File: config.mk
export PLATFORM = sky130hd
export DESIGN_NAME = mprc_s2_hit_pipe
export DESIGN_NICKNAME = d
export VERILOG_FILES = /design/src/rtl/mprc_s2_hit_pipe.sv
export SDC_FILE = /design/constraint.sdc
export NUM_CORES = 1
export LEC_CHECK = 0
export BUFFER_PORTS_ARGS = -buffer_cell sky130_fd_sc_hd__buf_2
export CORE_MARGIN = 2
export CORE_UTILIZATION = 50
export CTS_CLUSTER_DIAMETER = 50
export DETAILED_ROUTE_END_ITERATION = 10
export PLACE_DENSITY = 0.76
export SLEW_MARGIN = 0
export SYNTH_ARGS = -nofsm -noshare
export SYNTH_HDL_FRONTEND = slang
export SYNTH_SLANG_ARGS = --single-unit
File: constraint.sdc
create_clock -name clk -period 4.2 [get_ports clk]
set_input_delay 0.21 -clock clk [delete_from_list [all_inputs] [get_ports clk]]
set_output_delay 0.21 -clock clk [all_outputs]
set_load 0.05 [all_outputs]
File: src/rtl/mprc_s2_hit_pipe.sv
// Stage-2 tag-compare pipeline register for a set-associative cache: registers
// per-way hit/match results, hit permission and a victim choice (invalid-first, then tree PLRU).
module mprc_s2_hit_pipe #(
    parameter int NWAYS = 4,
    parameter int TAG_W = 20,
    parameter int NSETS = 64,
    localparam int IDX_W = $clog2(NSETS)
) (
    input  logic                     clk,
    input  logic                     reset,
    input  logic                     s1_valid,
    output logic                     s1_ready,
    input  logic [4:0]               s1_cmd,
    input  logic [IDX_W-1:0]         s1_idx,
    input  logic [TAG_W-1:0]         s1_tag,
    input  logic [2*NWAYS-1:0]       meta_resp_coh,
    input  logic [TAG_W*NWAYS-1:0]   meta_resp_tag,
    input  logic                     s2_ready,
    output logic                     s2_valid,
    output logic                     s2_hit,
    output logic                     s2_tag_match,
    output logic                     s2_multi_hit,
    output logic [NWAYS-1:0]         s2_hit_way,
    output logic [NWAYS-1:0]         s2_repl_way_en,
    output logic [1:0]               s2_hit_state,
    output logic [1:0]               s2_repl_coh,
    output logic [TAG_W-1:0]         s2_repl_tag,
    output logic [4:0]               s2_cmd,
    output logic [IDX_W-1:0]         s2_idx
);

    localparam int LVLS = $clog2(NWAYS);

    localparam logic [4:0] M_XWR     = 5'b00001;
    localparam logic [4:0] M_PFW     = 5'b00011;
    localparam logic [4:0] M_XA_SWAP = 5'b00100;
    localparam logic [4:0] M_XLR     = 5'b00110;
    localparam logic [4:0] M_XSC     = 5'b00111;

    localparam logic [1:0] COH_INVALID    = 2'd0;
    localparam logic [1:0] COH_EXCL_CLEAN = 2'd2;
    localparam logic [1:0] COH_EXCL_DIRTY = 2'd3;

    // Heap-ordered tree: node n has children 2n+1 / 2n+2; a 0 bit steers toward the lower half.
    function automatic logic [NWAYS-2:0] plru_touch(input logic [NWAYS-2:0] st,
                                                    input logic [LVLS-1:0] way);
        logic [LVLS-1:0] node;
        logic [LVLS-1:0] w;
        node = '0;
        w    = way;
        for (int unsigned l = 0; l < LVLS; l++) begin
            st[node] = ~w[LVLS-1];
            node     = (node << 1) + LVLS'(1) + LVLS'(w[LVLS-1]);
            w        = w << 1;
        end
        return st;
    endfunction

    function automatic logic [LVLS-1:0] plru_victim(input logic [NWAYS-2:0] st);
        logic [LVLS-1:0] node;
        logic [LVLS-1:0] v;
        logic            b;
        node = '0;
        v    = '0;
        for (int unsigned l = 0; l < LVLS; l++) begin
            b    = st[node];
            v    = (v << 1) | LVLS'(b);
            node = (node << 1) + LVLS'(1) + LVLS'(b);
        end
        return v;
    endfunction

    function automatic logic [LVLS-1:0] oh_to_idx(input logic [NWAYS-1:0] oh);
        logic [LVLS-1:0] idx;
        idx = '0;
        for (int unsigned w = 0; w < NWAYS; w++)
            if (oh[w]) idx = idx | LVLS'(w);
        return idx;
    endfunction

    logic [NWAYS-2:0]   plru [NSETS];
    logic [NWAYS-2:0]   plru_next;
    logic [NWAYS-2:0]   s1_plru;
    logic [NWAYS-1:0]   upd_way;
    logic               s2_fire;

    logic [NWAYS-1:0]   s1_match;
    logic [NWAYS-1:0]   s1_hit_way;
    logic [NWAYS-1:0]   s1_repl_way_en;
    logic [1:0]         s1_hit_state;
    logic [1:0]         s1_repl_coh;
    logic [TAG_W-1:0]   s1_repl_tag;
    logic               s1_tag_match;
    logic               s1_multi_hit;
    logic               s1_hit;
    logic               s1_write;
    logic               s1_write_intent;
    logic               hit_found;
    logic               inv_found;
    logic [1:0]         way_coh;
    logic [TAG_W-1:0]   way_tag;

    assign s2_fire  = s2_valid & s2_ready;
    assign s1_ready = !s2_valid | s2_ready;

    // A same-cycle s2 touch of the set being read in s1 is forwarded so back-to-back misses pick fresh victims.
    assign upd_way   = s2_tag_match ? s2_hit_way : s2_repl_way_en;
    assign plru_next = plru_touch(plru[s2_idx], oh_to_idx(upd_way));
    assign s1_plru   = (s2_fire && s2_idx == s1_idx) ? plru_next : plru[s1_idx];

    always_comb begin
        s1_match       = '0;
        s1_hit_way     = '0;
        s1_repl_way_en = '0;
        s1_hit_state   = '0;
        s1_repl_coh    = '0;
        s1_repl_tag    = '0;
        hit_found      = 1'b0;
        inv_found      = 1'b0;
        way_coh        = '0;
        way_tag        = '0;
        for (int unsigned w = 0; w < NWAYS; w++) begin
            way_coh = meta_resp_coh[2*w +: 2];
            way_tag = meta_resp_tag[TAG_W*w +: TAG_W];
            if (way_coh != COH_INVALID && way_tag == s1_tag) begin
                s1_match[w] = 1'b1;
                if (!hit_found) begin
                    hit_found     = 1'b1;
                    s1_hit_way[w] = 1'b1;
                    s1_hit_state  = way_coh;
                end
            end
            if (way_coh == COH_INVALID && !inv_found) begin
                inv_found         = 1'b1;
                s1_repl_way_en[w] = 1'b1;
            end
        end
        if (!inv_found)
            s1_repl_way_en = NWAYS'(1) << plru_victim(s1_plru);
        for (int unsigned w = 0; w < NWAYS; w++) begin
            if (s1_repl_way_en[w]) begin
                s1_repl_coh = meta_resp_coh[2*w +: 2];
                s1_repl_tag = meta_resp_tag[TAG_W*w +: TAG_W];
            end
        end
        s1_tag_match    = |s1_match;
        s1_multi_hit    = |(s1_match & (s1_match - NWAYS'(1)));
        s1_write        = s1_cmd == M_XWR || s1_cmd == M_XSC || s1_cmd[3] || s1_cmd == M_XA_SWAP;
        s1_write_intent = s1_write || s1_cmd == M_PFW || s1_cmd == M_XLR;
        s1_hit          = s1_tag_match && !s1_multi_hit
                          && (s1_write_intent ? (s1_hit_state inside {COH_EXCL_CLEAN, COH_EXCL_DIRTY})
                                              : (s1_hit_state != COH_INVALID))
                          && (!s1_write || s1_hit_state == COH_EXCL_DIRTY);
    end

    always_ff @(posedge clk) begin
        if (reset) begin
            for (int unsigned s = 0; s < NSETS; s++)
                plru[s] <= '0;
        end else if (s2_fire) begin
            plru[s2_idx] <= plru_next;
        end
    end

    always_ff @(posedge clk) begin
        if (reset) begin
            s2_valid       <= 1'b0;
            s2_hit         <= 1'b0;
            s2_tag_match   <= 1'b0;
            s2_multi_hit   <= 1'b0;
            s2_hit_way     <= '0;
            s2_repl_way_en <= '0;
            s2_hit_state   <= '0;
            s2_repl_coh    <= '0;
            s2_repl_tag    <= '0;
            s2_cmd         <= '0;
            s2_idx         <= '0;
        end else if (s1_valid && s1_ready) begin
            s2_valid       <= 1'b1;
            s2_hit         <= s1_hit;
            s2_tag_match   <= s1_tag_match;
            s2_multi_hit   <= s1_multi_hit;
            s2_hit_way     <= s1_hit_way;
            s2_repl_way_en <= s1_repl_way_en;
            s2_hit_state   <= s1_hit_state;
            s2_repl_coh    <= s1_repl_coh;
            s2_repl_tag    <= s1_repl_tag;
            s2_cmd         <= s1_cmd;
            s2_idx         <= s1_idx;
        end else if (s2_fire) begin
            s2_valid <= 1'b0;
        end
    end

endmodule

==> impl_metrics.csv, run 1 <==
group,metric,value,unit
timing,slew_viol_final,0,
setup_path,cp_slowest_cell,"a2111oi_0",
clock_network,insertion_delay,580,ps
layout,fin_area,17100,um2
placed_design,globalplace.congestion,0.995,
setup_path,critPathKind,"reg -> reg",
outcome,status,"finished, final reports clean",
placed_design,place_inst,1899,
clock_network,cts_buffers,31,
clock_network,cts_buffer_depth,3,
die,die_width,174,um
route,vias,12700,
route,viasPerCell,6.34,
clock_network,cts_resized,0,
yosys,synth.distinct_cells,66,
timing,finClkSkew,34.7,ps
timing,clock.fmax,248,MHz
yosys,synthTopCellsByCount,"nor2_1 (271), edfxtp_1 (192), nand2_1 (142)",
timing,final.setup.tns,0,ps
global_routing,antenna_found_initial,2,
yosys,synth_xor_area_share,5.35,%
setup_path,crit_fanout,26,
route,detail_route.first_pass.iterations,7,
yosys,mappedNetlistNets,1529,
yosys,synth_top_family_by_area,"simple AND/OR/NAND/NOR gates",
yosys,yosysSeqAreaShare,47.3,%
timing,final-hold-violation-count,0,
die,die-area,30200,um2
route,drt-initial-drc-count,1975,
route,drc,0,
setup_path,crit_chain,"mux4_2, nor2b_1, a2111oi_0, buf_4, nor4_1, a211oi_1, a21oi_2, buf_4, mux2_2, a21oi_1, a31oi_1, dlygate4sd3_1",
timing,rsz0062_at_grt,"false",
setup_path,cp_top_family,"compound AO/OA/AOI/OAI gates",
timing,period_share,96.1,%
min_path,hold_class,"in -> reg",
global_routing,grt_usage,29.7,%
route,post_drt_wl_per_cell,23.1,um
yosys,yosysWarnings,0,
placed_design,placed_area,15700,um2
yosys,post-synth-top-count-cell,"nor2_1",
yosys,synth_simple_gate_area_share,18.5,%
placed_design,port-buffer-count,170,
yosys,netlist_instances,1406,
clock_network,cts_root_buf,"clkbuf_16",
yosys,synth_top_area_share,40.0,%
yosys,syn_avg_cell_area,10.3,um2
die,fp-row-count,62,
die,ios,171,
pwr,p_leak,6.60,nW
route,antenna_left,0,
die,start_util,50.5,%
placed_design,hpwlAfterDp,31.5,mm
route,wirelength,46.1,mm
layout,stdcell_count,1998,
yosys,synth_area,14400,um2
die,die_y,174,um
pwr,powerDensity,389,nW/um2
yosys,ys.flop_type,"edfxtp_1",
timing,slew_headroom,12.3,%
die,coreArea,28500,um2
global_routing,grt_pass1_wl,69.8,mm
timing,setup_viol,0,
layout,nets,1711,
yosys,async_flop_share,0,%
layout,drive_gt1_share,21.5,%
layout,nFillCells,2369,
setup_path,required,4640,ps
clock_network,clock-sinks,245,
global_routing,grt.overflow.total,0,
setup_path,crit_arrival,4480,ps
setup_path,critPathCaptureType,"register",
setup_path,slowest_delay,790,ps
yosys,yosysTopAreaCell,"edfxtp_1",
timing,tightest_slew,1310,ps
yosys,synth.area.top_cells,"edfxtp_1 (40%), dfxtp_1 (7.4%), nor2_1 (7.1%), mux4_2 (6.6%), mux2i_1 (5.5%)",
pwr,ir_drop,0.338,mV
yosys,synth_edf_count,192,
global_routing,grt_pass1_vias,12000,
clock_network,clk_pin_slew,60,ps
yosys,muxShareOfSynthArea,14.5,%
layout,area_delta_synth_final,18.6,%
setup_path,cpMostUsedCell,"buf_4",
timing,fin_crit,4040,ps
setup_path,cp_num_buf_inv,3,
yosys,synth_compound_gate_area_share,10.8,%
yosys,synth_fa_ha_area_share,0,%
global_routing,grt_max_degree,83,
setup_path,crit_path_start_kind,"register",
flow_run,max-cap-violations,0,
yosys,ys_ff_latch,245,
clock_network,htree_levels,1,
clock_network,cts_tree,"yes",
-- final timing paths --
path | start | endpoint | slack [ps] | cells after the start
setup / recovery | plru[36][1] | s2_repl_tag[4] | 160 | 12
hold / removal | meta_resp_tag[31] | s2_repl_tag[11] | 20 | 3
setup reg to reg | plru[36][1] | s2_repl_tag[4] | 160 | 12
hold reg to reg | s2_multi_hit | s2_multi_hit | 450 | 2
-- report_power, final --
part	total (mW)	switching (mW)	internal (mW)	leakage, nW
clock network	2.65	1.08	1.57	0.504
registers	2.79	0.0803	2.71	2.42
logic	1.22	0.784	0.439	3.68
-- logic make-up after synthesis --
| group | Yosys count |
|---|---|
| muxes | 152 |
| buffers and inverters | 115 |
| DFF | 245 |
| and+or+nand+nor | 590 |
| AOI/OAI and AO/OA | 216 |
| xor gates and xnor gates | 88 |
-- registers in the layout (all words and copies together) (netlist names), 2 cells and up, named ones only --
signal / cells
s2_repl_way_en: 4
s2_hit_way: 4
s2_cmd: 5
s2_hit_state: 2
s2_repl_coh: 2
s2_repl_tag: 20
plru: 192
s2_idx: 6
-- layout make-up --
cell class	instances	area [um2]	share of cell area, %
repair buffers	251	1580	9.27
clock buffers	43	861	5.04
clock inverters	15	163	0.951
inverters	13	48.8	0.285
well taps	384	480	2.81
flip-flops and latches	245	6830	39.9
diodes	1	2.50	0.0146
multi-input cells	1046	7130	41.7
-- per-stage QoR --
stage	utilization, %	hold WS [ps]	power [mW]	setup slack (ps)
after floorplan	-	339	3.58	1110
after CTS	59.9	1.87	6.64	285
after global placement	54.9	439	3.97	513
final	59.9	18.0	6.66	163
after detailed placement	54.9	445	3.99	436
after global routing	59.9	30.8	6.83	11.9
-- layout by cell type (no fill, tap or decap), types with 13 or more instances in the layout --
master           n
nor2_1         270
edfxtp_1       192
buf_2          170
nand2_1        141
mux2i_1         79
nand2b_1        74
a21oi_1         56
xor2_1          56
dfxtp_1         53
mux4_2          42
dlygate4sd3_1   40
buf_4           39
xnor2_1         32
clkbuf_16       31
mux2_2          30
a22oi_1         30
a31oi_1         21
a222oi_1        21
a211o_1         20
nor3_1          19
nor2b_1         18
nor4_1          15
inv_1           13
nand3_1         13
-- layer usage --
layer	vias up	track usage, %	part of all wire [%]	wire [um]
li1	5506	-	-	-
met1	6056	39.2	37	17200
met2	918	48.2	47	21800
met3	182	5.88	11	4860
met4	2	12.3	4.7	2170
met5	-	0	0.063	29
-- worst register-to-register path, delay by kind of cell, from the launching register on --
family                 cells  cell delay, ps
AO/OA/AOI/OAI              5            1420
buffers and inverters      3            1070
multiplexers               2             810
flip-flops                 1             420
AND/OR/NAND/NOR            2             200
-- what timing repair did --
item | CTS | global route
setup buffers | 0 | 0
endpoints found under the hold margin | 28 | 0
hold buffers | 40 | 0
(Power assumes the default switching activity.)
==> run 2, diff against run 1 <==
==> constraint.sdc (replaced) <==
create_clock -name clk -period 5 [get_ports clk]
set_input_delay 0.25 -clock clk [delete_from_list [all_inputs] [get_ports clk]]
set_output_delay 0.25 -clock clk [all_outputs]
set_load 0.05 [all_outputs]
==> run 2 against run 1 <==
Against the previous run:
- core utilization fell by 0.61 points
- global-route usage about the same
- highest routed layer is now met4
- hold slack gained 12 ps
- sequential power decreased by 16%
- largest cell class unchanged
- fmax grew 4.8%
- combinational power shrank 19%
==> impl_metrics.csv, run 2 (same netlist as run 1, synthesis figures left out) <==
group,metric,value,unit
timing,tightest_slew,1280,ps
layout,largest_reg_flops,192,
pwr,powerDensity,333,nW/um2
setup_path,crit_chain,"xor2_1, or4_4, nor4_4, nor3_1, a21oi_1, nor2b_1, o31ai_2, buf_4, a2111oi_0, a211oi_1",
setup_path,slowest_delay,810,ps
clock_network,cts_tree,"yes",
clock_network,cts_root_buf,"clkbuf_16",
timing,fin_ws,1150,ps
setup_path,required,5400,ps
setup_path,crit_path_start_kind,"register",
pwr,p_leak,6.48,nW
die,die-area,30200,um2
global_routing,grt_pass1_vias,12100,
layout,layout_common_cells,"nor2_1 (270), edfxtp_1 (192), buf_2 (170)",
layout,area_delta_synth_final,17.3,%
route,drt-initial-drc-count,2067,
route,drc,0,
route,wirelength,45.3,mm
route,viasPerCell,6.31,
timing,clock.fmax,260,MHz
timing,period_share,77.0,%
global_routing,antenna_found_initial,1,
clock_network,cts_setup_buffers,0,
die,die_y,174,um
die,die_width,174,um
route,antenna_left,0,
setup_path,critPathKind,"reg -> reg",
placed_design,placed_area,15600,um2
pwr,ir_drop,0.319,mV
layout,final_common_cell,"nor2_1",
pwr,switchingPower,1.65,mW
setup_path,crit_fanout,20,
min_path,hold_class,"in -> reg",
layout,nets,1688,
clock_network,clock-sinks,245,
placed_design,port-buffer-count,170,
timing,final-hold-violation-count,0,
die,start_util,50.5,%
timing,rsz0062_at_grt,"false",
pwr,intPower,3.99,mW
die,coreArea,28500,um2
placed_design,dpl_worst_slack,1030,ps
timing,final.setup.tns,0,ps
timing,setup_viol,0,
clock_network,clk_pin_slew,60,ps
global_routing,grt_pass1_wl,70.1,mm
timing,finClkSkew,27.2,ps
layout,reg_top3,"plru: 192 flops, s2_repl_tag: 20 flops, s2_idx: 6 flops",
clock_network,cts_buffer_depth,3,
setup_path,crit_arrival,4250,ps
setup_path,critPathCaptureType,"register",
route,vias,12500,
pwr,combPwrFrac,17.5,%
pwr,power_frac_clock,40.8,%
setup_path,cp_num_buf_inv,1,
placed_design,globalplace.congestion,0.994,
flow_run,max-cap-violations,0,
route,detail_route.first_pass.iterations,8,
clock_network,htree_levels,1,
outcome,status,"finished, final reports clean",
timing,fin_crit,3850,ps
pwr,p_sw_share,29.2,%
die,fp-row-count,62,
route,post_drt_wl_per_cell,23.0,um
pwr,power,5.64,mW
placed_design,hpwlAfterDp,31.5,mm
clock_network,cts_buffers,29,
pwr,p_seq_share,41.7,%
layout,top_register,"plru",
clock_network,insertion_delay,580,ps
global_routing,grt_usage,29.7,%
global_routing,grt.overflow.total,0,
die,ios,171,
global_routing,grt_max_degree,90,
layout,drive_gt1_share,21.5,%
setup_path,cp_slowest_cell,"dfxtp_1",
timing,slew_headroom,14.3,%
setup_path,cp_top_family,"simple AND/OR/NAND/NOR gates",
timing,slew_viol_final,0,
layout,fin_area,16900,um2
[run 2: changes by cell type in the layout (fill, tap and decap cells not counted), moves of 3 or more]
cell	previous run	this run
clkbuf_8	4	1
buf_4	39	33
dlygate4sd3_1	40	27
inv_6	4	1
clkinv_4	3	0
clkbuf_1	8	4
clkinvlp_4	0	3
bufinv_16	2	5
[run 2: layout make-up]
class / count / area [um2]
Clock buffer: 34 / 754
Multi-Input combinational cell: 1046 / 7140
Antenna cell: 1 / 2.50
Inverter: 13 / 48.8
Tap cell: 384 / 480
Clock inverter: 20 / 299
Timing Repair Buffer: 230 / 1370
Fill cell: 2404 / 11600
Sequential cell: 245 / 6830
[run 2: tightest hold or removal path, cell delays in order]
cell,delay (ps)
buf_2,110
a222oi_1,60
a31oi_1,120
[run 2: stage by stage]
stage | util (%) | hold WS [ps] | std cells
finish | 59.3 | 30.4 | 1973
detailed placement | 54.6 | 445 | 1891
global route | 59.3 | 37.5 | 1973
global placement | 54.6 | 439 | 1891
CTS | 59.3 | 14.7 | 1972
floorplan | - | 379 | 1406
[run 2: what timing repair did]
action	4_1_cts	5_1_grt
hold endpoints to repair	28	0
gates resized for setup	0	0
hold buffers	27	0
[run 2: final timing paths]
check / from / endpoint / slack [ps] / cells after the start
worst max register to register: s2_idx[4] / s2_repl_tag[18] / 1150 / 10
worst min register to register: s2_repl_way_en[0] / s2_repl_way_en[0] / 450 / 2
worst min-delay path: meta_resp_tag[33] / s2_repl_tag[13] / 30 / 3
worst max-delay path: s2_idx[4] / s2_repl_tag[18] / 1150 / 10
[run 2: power groups by stage]
stage | Combinational (mW) | Sequential [mW] | Clock (mW)
2_1_floorplan | 0.574 | 2.43 | 0
3_3_place_gp | 0.942 | 2.38 | 0
3_5_place_dp | 0.951 | 2.39 | 0
4_1_cts | 0.971 | 2.34 | 2.31
5_1_grt | 1.04 | 2.35 | 2.40
6_report | 0.988 | 2.35 | 2.30
[run 2: metal layers]
layer	track usage, %	part of all wire, %	vias to the layer above
met5	0	0	-
met4	13.6	5.6	0
met1	40.1	38	5927
li1	-	-	5463
met2	46.0	45	884
met3	6.40	11	179
